==> config.mk <==
export PLATFORM = sky130hd
export DESIGN_NAME = loop_gain_detector
export DESIGN_NICKNAME = d
export VERILOG_FILES = /design/src/rtl/loop_gain_pkg.sv /design/src/rtl/loop_gain_detector_iq_mac.sv /design/src/rtl/loop_gain_detector.sv
export SDC_FILE = /design/constraint.sdc
export NUM_CORES = 2
export LEC_CHECK = 0
export CORE_ASPECT_RATIO = 0.7
export CORE_MARGIN = 2
export CORE_UTILIZATION = 55
export CTS_BUF_LIST = sky130_fd_sc_hd__clkbuf_4
export CTS_CLUSTER_SIZE = 30
export DETAILED_ROUTE_END_ITERATION = 10
export PLACE_DENSITY = 0.77
export RECOVER_POWER = 100
export SLEW_MARGIN = 20
export SYNTH_ARGS = -nofsm -noshare
export SYNTH_HDL_FRONTEND = slang
export SYNTH_SLANG_ARGS = --single-unit
==> constraint.sdc <==
create_clock -name clk -period 9.4 [get_ports clk]
set_clock_uncertainty 0.05 [all_clocks]
set_input_delay 1.41 -clock clk [delete_from_list [all_inputs] [get_ports clk]]
set_output_delay 1.41 -clock clk [all_outputs]
set_load 0.1 [all_outputs]
==> src/rtl/loop_gain_pkg.sv <==
// Shared definitions for the loop-gain injection / detection blocks.
package loop_gain_pkg;

  // Defaults shared with the NCO / injector block.
  localparam int DEF_W      = 12;
  localparam int DEF_N_LOG2 = 10;

  typedef enum logic [1:0] {
    IDLE   = 2'd0,
    SETTLE = 2'd1,
    ACCUM  = 2'd2,
    DONE   = 2'd3
  } state_t;

  // Accumulator width: one W x W product needs 2W bits; summing 2^n_log2 of
  // them adds n_log2 bits, which also covers (-2^(W-1))^2 * 2^n_log2.
  function automatic int acc_width(input int w, input int n_log2);
    return 2 * w + n_log2;
  endfunction

endpackage

==> src/rtl/loop_gain_detector_iq_mac.sv <==
// Signed W x W multiply with sign-extended accumulate; clear wins over enable.
// sum is the running total including the current product, so the caller can
// capture the final value on the same edge the last sample is accumulated.
module iq_mac #(
  parameter int W     = 12,
  parameter int ACC_W = 34
) (
  input  logic             clk,
  input  logic             rst,
  input  logic             clr,
  input  logic             en,
  input  logic [W-1:0]     a,
  input  logic [W-1:0]     b,
  output logic [ACC_W-1:0] sum
);

  logic signed [2*W-1:0] a_x, b_x, prod;
  logic [ACC_W-1:0]      acc;

  // Operands widened first so the low 2W bits hold the exact signed product.
  assign a_x  = {{W{a[W-1]}}, a};
  assign b_x  = {{W{b[W-1]}}, b};
  assign prod = a_x * b_x;
  assign sum  = acc + {{(ACC_W-2*W){prod[2*W-1]}}, prod};

  // Accumulator register.
  always_ff @(posedge clk or posedge rst) begin
    if (rst)      acc <= '0;
    else if (clr) acc <= '0;
    else if (en)  acc <= sum;
  end

endmodule

==> src/rtl/loop_gain_detector.sv <==
// Correlates both probe-node ADC streams against the NCO cos/sin over a
// 2^N_LOG2 sample window, after discarding settle_cnt samples.
module loop_gain_detector
  import loop_gain_pkg::*;
#(
  parameter int  W        = DEF_W,
  parameter int  N_LOG2   = DEF_N_LOG2,
  parameter int  SETTLE_W = 8,
  localparam int ACC_W    = acc_width(W, N_LOG2)
) (
  input  logic                clk,
  input  logic                rst,
  input  logic                start,
  input  logic                abort,
  input  logic [SETTLE_W-1:0] settle_cnt,
  input  logic                s_valid,
  output logic                s_ready,
  input  logic [W-1:0]        adc_in,
  input  logic [W-1:0]        adc_out,
  input  logic [W-1:0]        ref_cos,
  input  logic [W-1:0]        ref_sin,
  output logic                r_valid,
  input  logic                r_ready,
  output logic [ACC_W-1:0]    i_in,
  output logic [ACC_W-1:0]    q_in,
  output logic [ACC_W-1:0]    i_out,
  output logic [ACC_W-1:0]    q_out,
  output logic                in_zero,
  output logic                busy
);

  // Sample counter is one bit wider than the window index so it never wraps.
  localparam logic [N_LOG2:0]   CNT_ONE  = (N_LOG2+1)'(1);
  localparam logic [N_LOG2:0]   CNT_LAST = (N_LOG2+1)'((1 << N_LOG2) - 1);
  localparam logic [SETTLE_W-1:0] SET_ONE = SETTLE_W'(1);

  state_t                state, state_nxt;
  logic [SETTLE_W-1:0]   settle_left;
  logic [N_LOG2:0]       samp_cnt;
  logic                  xfer, go, last, acc_en;

  logic [3:0][W-1:0]     mac_a, mac_b;
  logic [3:0][ACC_W-1:0] mac_sum;

  assign s_ready = (state == SETTLE) || (state == ACCUM);
  assign busy    = (state != IDLE);
  assign xfer    = s_valid && s_ready;
  assign acc_en  = xfer && (state == ACCUM);

  // Lane k: bit1 selects node (in/out), bit0 selects reference (cos/sin).
  // Order 0..3 = i_in, q_in, i_out, q_out.
  for (genvar k = 0; k < 4; k++) begin : g_mac
    assign mac_a[k] = (k < 2) ? adc_in : adc_out;
    assign mac_b[k] = (k % 2 == 0) ? ref_cos : ref_sin;

    iq_mac #(.W(W), .ACC_W(ACC_W)) u_mac (
      .clk (clk),
      .rst (rst),
      .clr (go),
      .en  (acc_en),
      .a   (mac_a[k]),
      .b   (mac_b[k]),
      .sum (mac_sum[k])
    );
  end

  // State register.
  always_ff @(posedge clk or posedge rst) begin
    if (rst) state <= IDLE;
    else     state <= state_nxt;
  end

  // Next-state logic; abort beats every other event, including start.
  always_comb begin
    state_nxt = state;
    go        = 1'b0;
    last      = 1'b0;
    case (state)
      IDLE: begin
        if (start && !abort) begin
          go        = 1'b1;
          state_nxt = (settle_cnt != '0) ? SETTLE : ACCUM;
        end
      end
      SETTLE: begin
        if (abort)                              state_nxt = IDLE;
        else if (xfer && settle_left == SET_ONE) state_nxt = ACCUM;
      end
      ACCUM: begin
        if (abort) state_nxt = IDLE;
        else if (xfer && samp_cnt == CNT_LAST) begin
          last      = 1'b1;
          state_nxt = DONE;
        end
      end
      DONE: begin
        if (abort || r_ready) state_nxt = IDLE;
      end
      default: state_nxt = IDLE;
    endcase
  end

  // Settle and sample counters; both hold through s_valid gaps.
  always_ff @(posedge clk or posedge rst) begin
    if (rst) begin
      settle_left <= '0;
      samp_cnt    <= '0;
    end else if (go) begin
      settle_left <= settle_cnt;
      samp_cnt    <= '0;
    end else if (xfer) begin
      if (state == SETTLE) settle_left <= settle_left - SET_ONE;
      if (state == ACCUM)  samp_cnt    <= samp_cnt + CNT_ONE;
    end
  end

  // Result registers: loaded with the sums including the final sample, then
  // held (through backpressure and abort) until the next result.
  always_ff @(posedge clk or posedge rst) begin
    if (rst) begin
      i_in    <= '0;
      q_in    <= '0;
      i_out   <= '0;
      q_out   <= '0;
      in_zero <= 1'b0;
      r_valid <= 1'b0;
    end else if (last) begin
      i_in    <= mac_sum[0];
      q_in    <= mac_sum[1];
      i_out   <= mac_sum[2];
      q_out   <= mac_sum[3];
      in_zero <= (mac_sum[0] == '0) && (mac_sum[1] == '0);
      r_valid <= 1'b1;
    end else if (state == DONE && (abort || r_ready)) begin
      r_valid <= 1'b0;
    end
  end

endmodule

==> impl_metrics.csv <==
group,metric,value,unit
run_status,outcome,"complete, but fails checks",
run_status,violations,"capacitance limit, slew limit",
logic_synthesis,ys_ff_latch,295,
floorplanning,io_pins,202,
place,pre_cts_slack,-0.398,ns
logic_synthesis,syn-num-nets,5497,
floorplanning,start_util,55.3,%
floorplanning,core_area,71300,um^2
floorplanning,die_x,324,um
logic_synthesis,yosysMostFrequentCell,"nand2_1",
timing,setup_viol,0,
logic_synthesis,synth.distinct_cells,84,
logic_synthesis,synth_top_area_share,28.2,%
logic_synthesis,syn_area,39400,um^2
detailed_routing,vias,32800,
detailed_routing,post_drt_wl_per_cell,17.4,um
min_path,hp-class,"flop to flop",
timing,finalHoldViolCount,0,
worst_setup_path,critPathMaxStageDelay,0.72,ns
timing,min_period,9.03,ns
clock_network,cts_tree,"done",
detailed_routing,ant_nets,0,
clock_network,clock_latency,0.77,ns
detailed_routing,remaining_drc_errors,0,
logic_synthesis,synth_xor_area_share,5.22,%
clock_network,numCtsBuffers,68,
logic_synthesis,ys.flop_type,"dfrtp_1",
grt,grt_pass1_vias,33200,
timing,fmax,111,MHz
timing,finalCritPeriodShare,96.1,%
worst_setup_path,start_kind,"input pin",
detailed_routing,via_per_inst,5.42,
grt,grt_pass1_wl,173000,um
worst_setup_path,crit_slowest_cell,"or4b_2",
clock_network,cts_buffer_depth,3,
worst_setup_path,r2r-start,"state[1]$_DFFE_PP0P_",
floorplanning,std_cell_rows,82,
min_path,hold_start,"q_out[15]$_DFFE_PP0P_",
logic_synthesis,yosys.area_share.simple,17.4,%
logic_synthesis,yosysSeqAreaShare,18.7,%
logic_synthesis,synth_top_family_by_area,"adder cells",
worst_setup_path,crit_type,"input pin to flop",
worst_setup_path,crit_fanout,13,
clock_network,cts.reportedPaths.clkPinSlew,0.06,ns
clock_network,htree_num_levels,3,
timing,worst_slack,0.369,ns
place,portBuffers,201,
worst_setup_path,cp-startpoint,"adc_in[4]",
logic_synthesis,synth-compound-area-share,11.0,%
detailed_routing,drt-initial-drc-count,2540,
grt,grtUsageTotal,29.1,%
place,dp_hpwl,84900,um
place,gp_congestion,0.939,
logic_synthesis,yosysWarnings,0,
final_layout,nets,6010,
logic_synthesis,yosys.area.top_type,"fa_1",
run,cap_violations,6,
final_layout,area_delta_synth_final,17.9,%
detailed_routing,drt-pass1-iter-count,6,
grt,grt-ovfl-total,0,
logic_synthesis,synth_area_leaders,"fa_1 (28%), dfrtp_1 (19%), ha_1 (11%)",
clock_network,ctsRootBufferMaster,"clkbuf_4",
detailed_routing,wl,105000,um
final_layout,drive_gt1_share,10.8,%
logic_synthesis,postSynthCellCount,4534,
floorplanning,die-area,73900,um^2
worst_setup_path,crit_arrival,9.61,ns
worst_setup_path,cp.required,9.98,ns
logic_synthesis,synthAdderAreaFrac,39.2,%
logic_synthesis,synthMuxAreaShare,0.336,%
logic_synthesis,syn_area_per_cell,8.70,um^2
logic_synthesis,synth_edf_count,0,
worst_setup_path,critPathCaptureType,"flop",
timing,worst_pin_slew,6.82,ns
logic_synthesis,async_reset_ff_share,100,%
logic_synthesis,yosys-top-cells-count,"nand2_1 (871), inv_1 (682), fa_1 (556), ha_1 (345), dfrtp_1 (295)",
worst_setup_path,critPathMostFrequentCell,"fa_1",
grt,antenna_found_initial,2,
floorplanning,die_height,228,um
timing,relSlewSlack,-355,%
timing,drv_slew,431,
clock_network,clock_sinks,295,
grt,grt_max_degree,151,
flip-flops by register name, summed over array words and instances, names as in the netlist:
register	cells
settle_left	8
in_zero	1
state	2
r_valid	1
samp_cnt	11
q_out	34
q_in	34
g_mac.u_mac.acc	136
i_in	34
i_out	34
cells in the final DEF, fill, tap and decap left out, types with 11 or more instances in the layout:
cell type        count
buf_12              36
and3_1              26
xnor2_1            167
clkbuf_4           104
a31oi_1             17
fa_1               556
xor2_1              66
a211oi_1            35
clkinv_1            12
nand2_1            870
clkdlybuf4s50_1     55
a21oi_1            275
dlygate4sd3_1      144
and2_1             186
inv_1              681
o21bai_1            36
dfrtp_1            295
o21a_1              21
nand4_1             13
clkbuf_1            23
nor2_1             220
ha_1               345
nor3_1              39
buf_4              349
o21ai_0            122
o31ai_1             11
nand2b_1            41
a21o_1              78
nor2b_1             28
nand3_1             48
kinds of logic (layout without fill, tap and decap cells):
kind of cell    count (synthesis)  after routing
fa+ha+maj                     901            901
flops                         295            295
simple gates                 1536           1536
xor+xnor                      235            235
buf+inv                       861           1418
other cells                     0              1
mux                            12             12
compound gates                694            694
critical path: cells and delay by family:
kind	cells	cell delay, ns
AOI/OAI and AO/OA	5	1.06
buffers and inverters	8	1.42
xor gates and xnor gates	2	0.44
and+or+nand+nor	11	2.12
adders and majority gates	7	3.14
through the flow:
step	setup TNS [ns]	utilization, %	std cells	hold slack, ns	cell area, um^2
2_1_floorplan	0	-	4534	0.426	39400
3_3_place_gp	-3.44	64.0	5941	0.399	45600
3_5_place_dp	-6.94	64.0	5941	0.405	45600
4_1_cts	0	65.2	6055	0.420	46500
5_1_grt	-0.0292	65.2	6058	0.437	46500
6_report	0	65.2	6058	0.410	46500
metal layers:
metal  vias to the layer above  global-route usage [%]  part of all wire, %
met4                         0                    6.39                  2.1
met5                         -                       0                    0
met2                      1079                    46.6                   47
met1                     16200                    41.5                   44
met3                       150                    5.19                  6.8
li1                      15400                       -                    -
worst paths after layout:
path | to | slack [ns] | cells past startpoint
setup reg to reg | g_mac[0].u_mac.acc[25]$_DFFE_PP0P_ | 2.93 | 6
setup / recovery | g_mac[0].u_mac.acc[33]$_DFFE_PP0P_ | 0.37 | 33
hold / removal | q_out[15]$_DFFE_PP0P_ | 0.41 | 2
min in group asynchronous | g_mac[3].u_mac.acc[17]$_DFFE_PP0P_ | 4.07 | 3
hold reg to reg | q_out[15]$_DFFE_PP0P_ | 0.41 | 2
max in group asynchronous | g_mac[2].u_mac.acc[19]$_DFFE_PP0P_ | 1.41 | 3
layout make-up:
| cell class | count | area, um^2 |
|---|---|---|
| clock inverter | 19 | 155 |
| sequential | 295 | 7380 |
| fill | 5815 | 24800 |
| multi-input combinational | 3378 | 28900 |
| timing repair buffer | 622 | 5540 |
| clock buffer | 95 | 713 |
| tap | 966 | 1210 |
| inverter | 682 | 2560 |
| antenna | 1 | 2.50 |
timing repair:
item                       CTS  global route
resized for setup            0            21
hold buffers                 0             0
setup endpoints to repair    0            15
buffers inserted             0             1
Power is not shown: default switching activity piles up to over one toggle a cycle in this logic, so the estimate is an artifact.
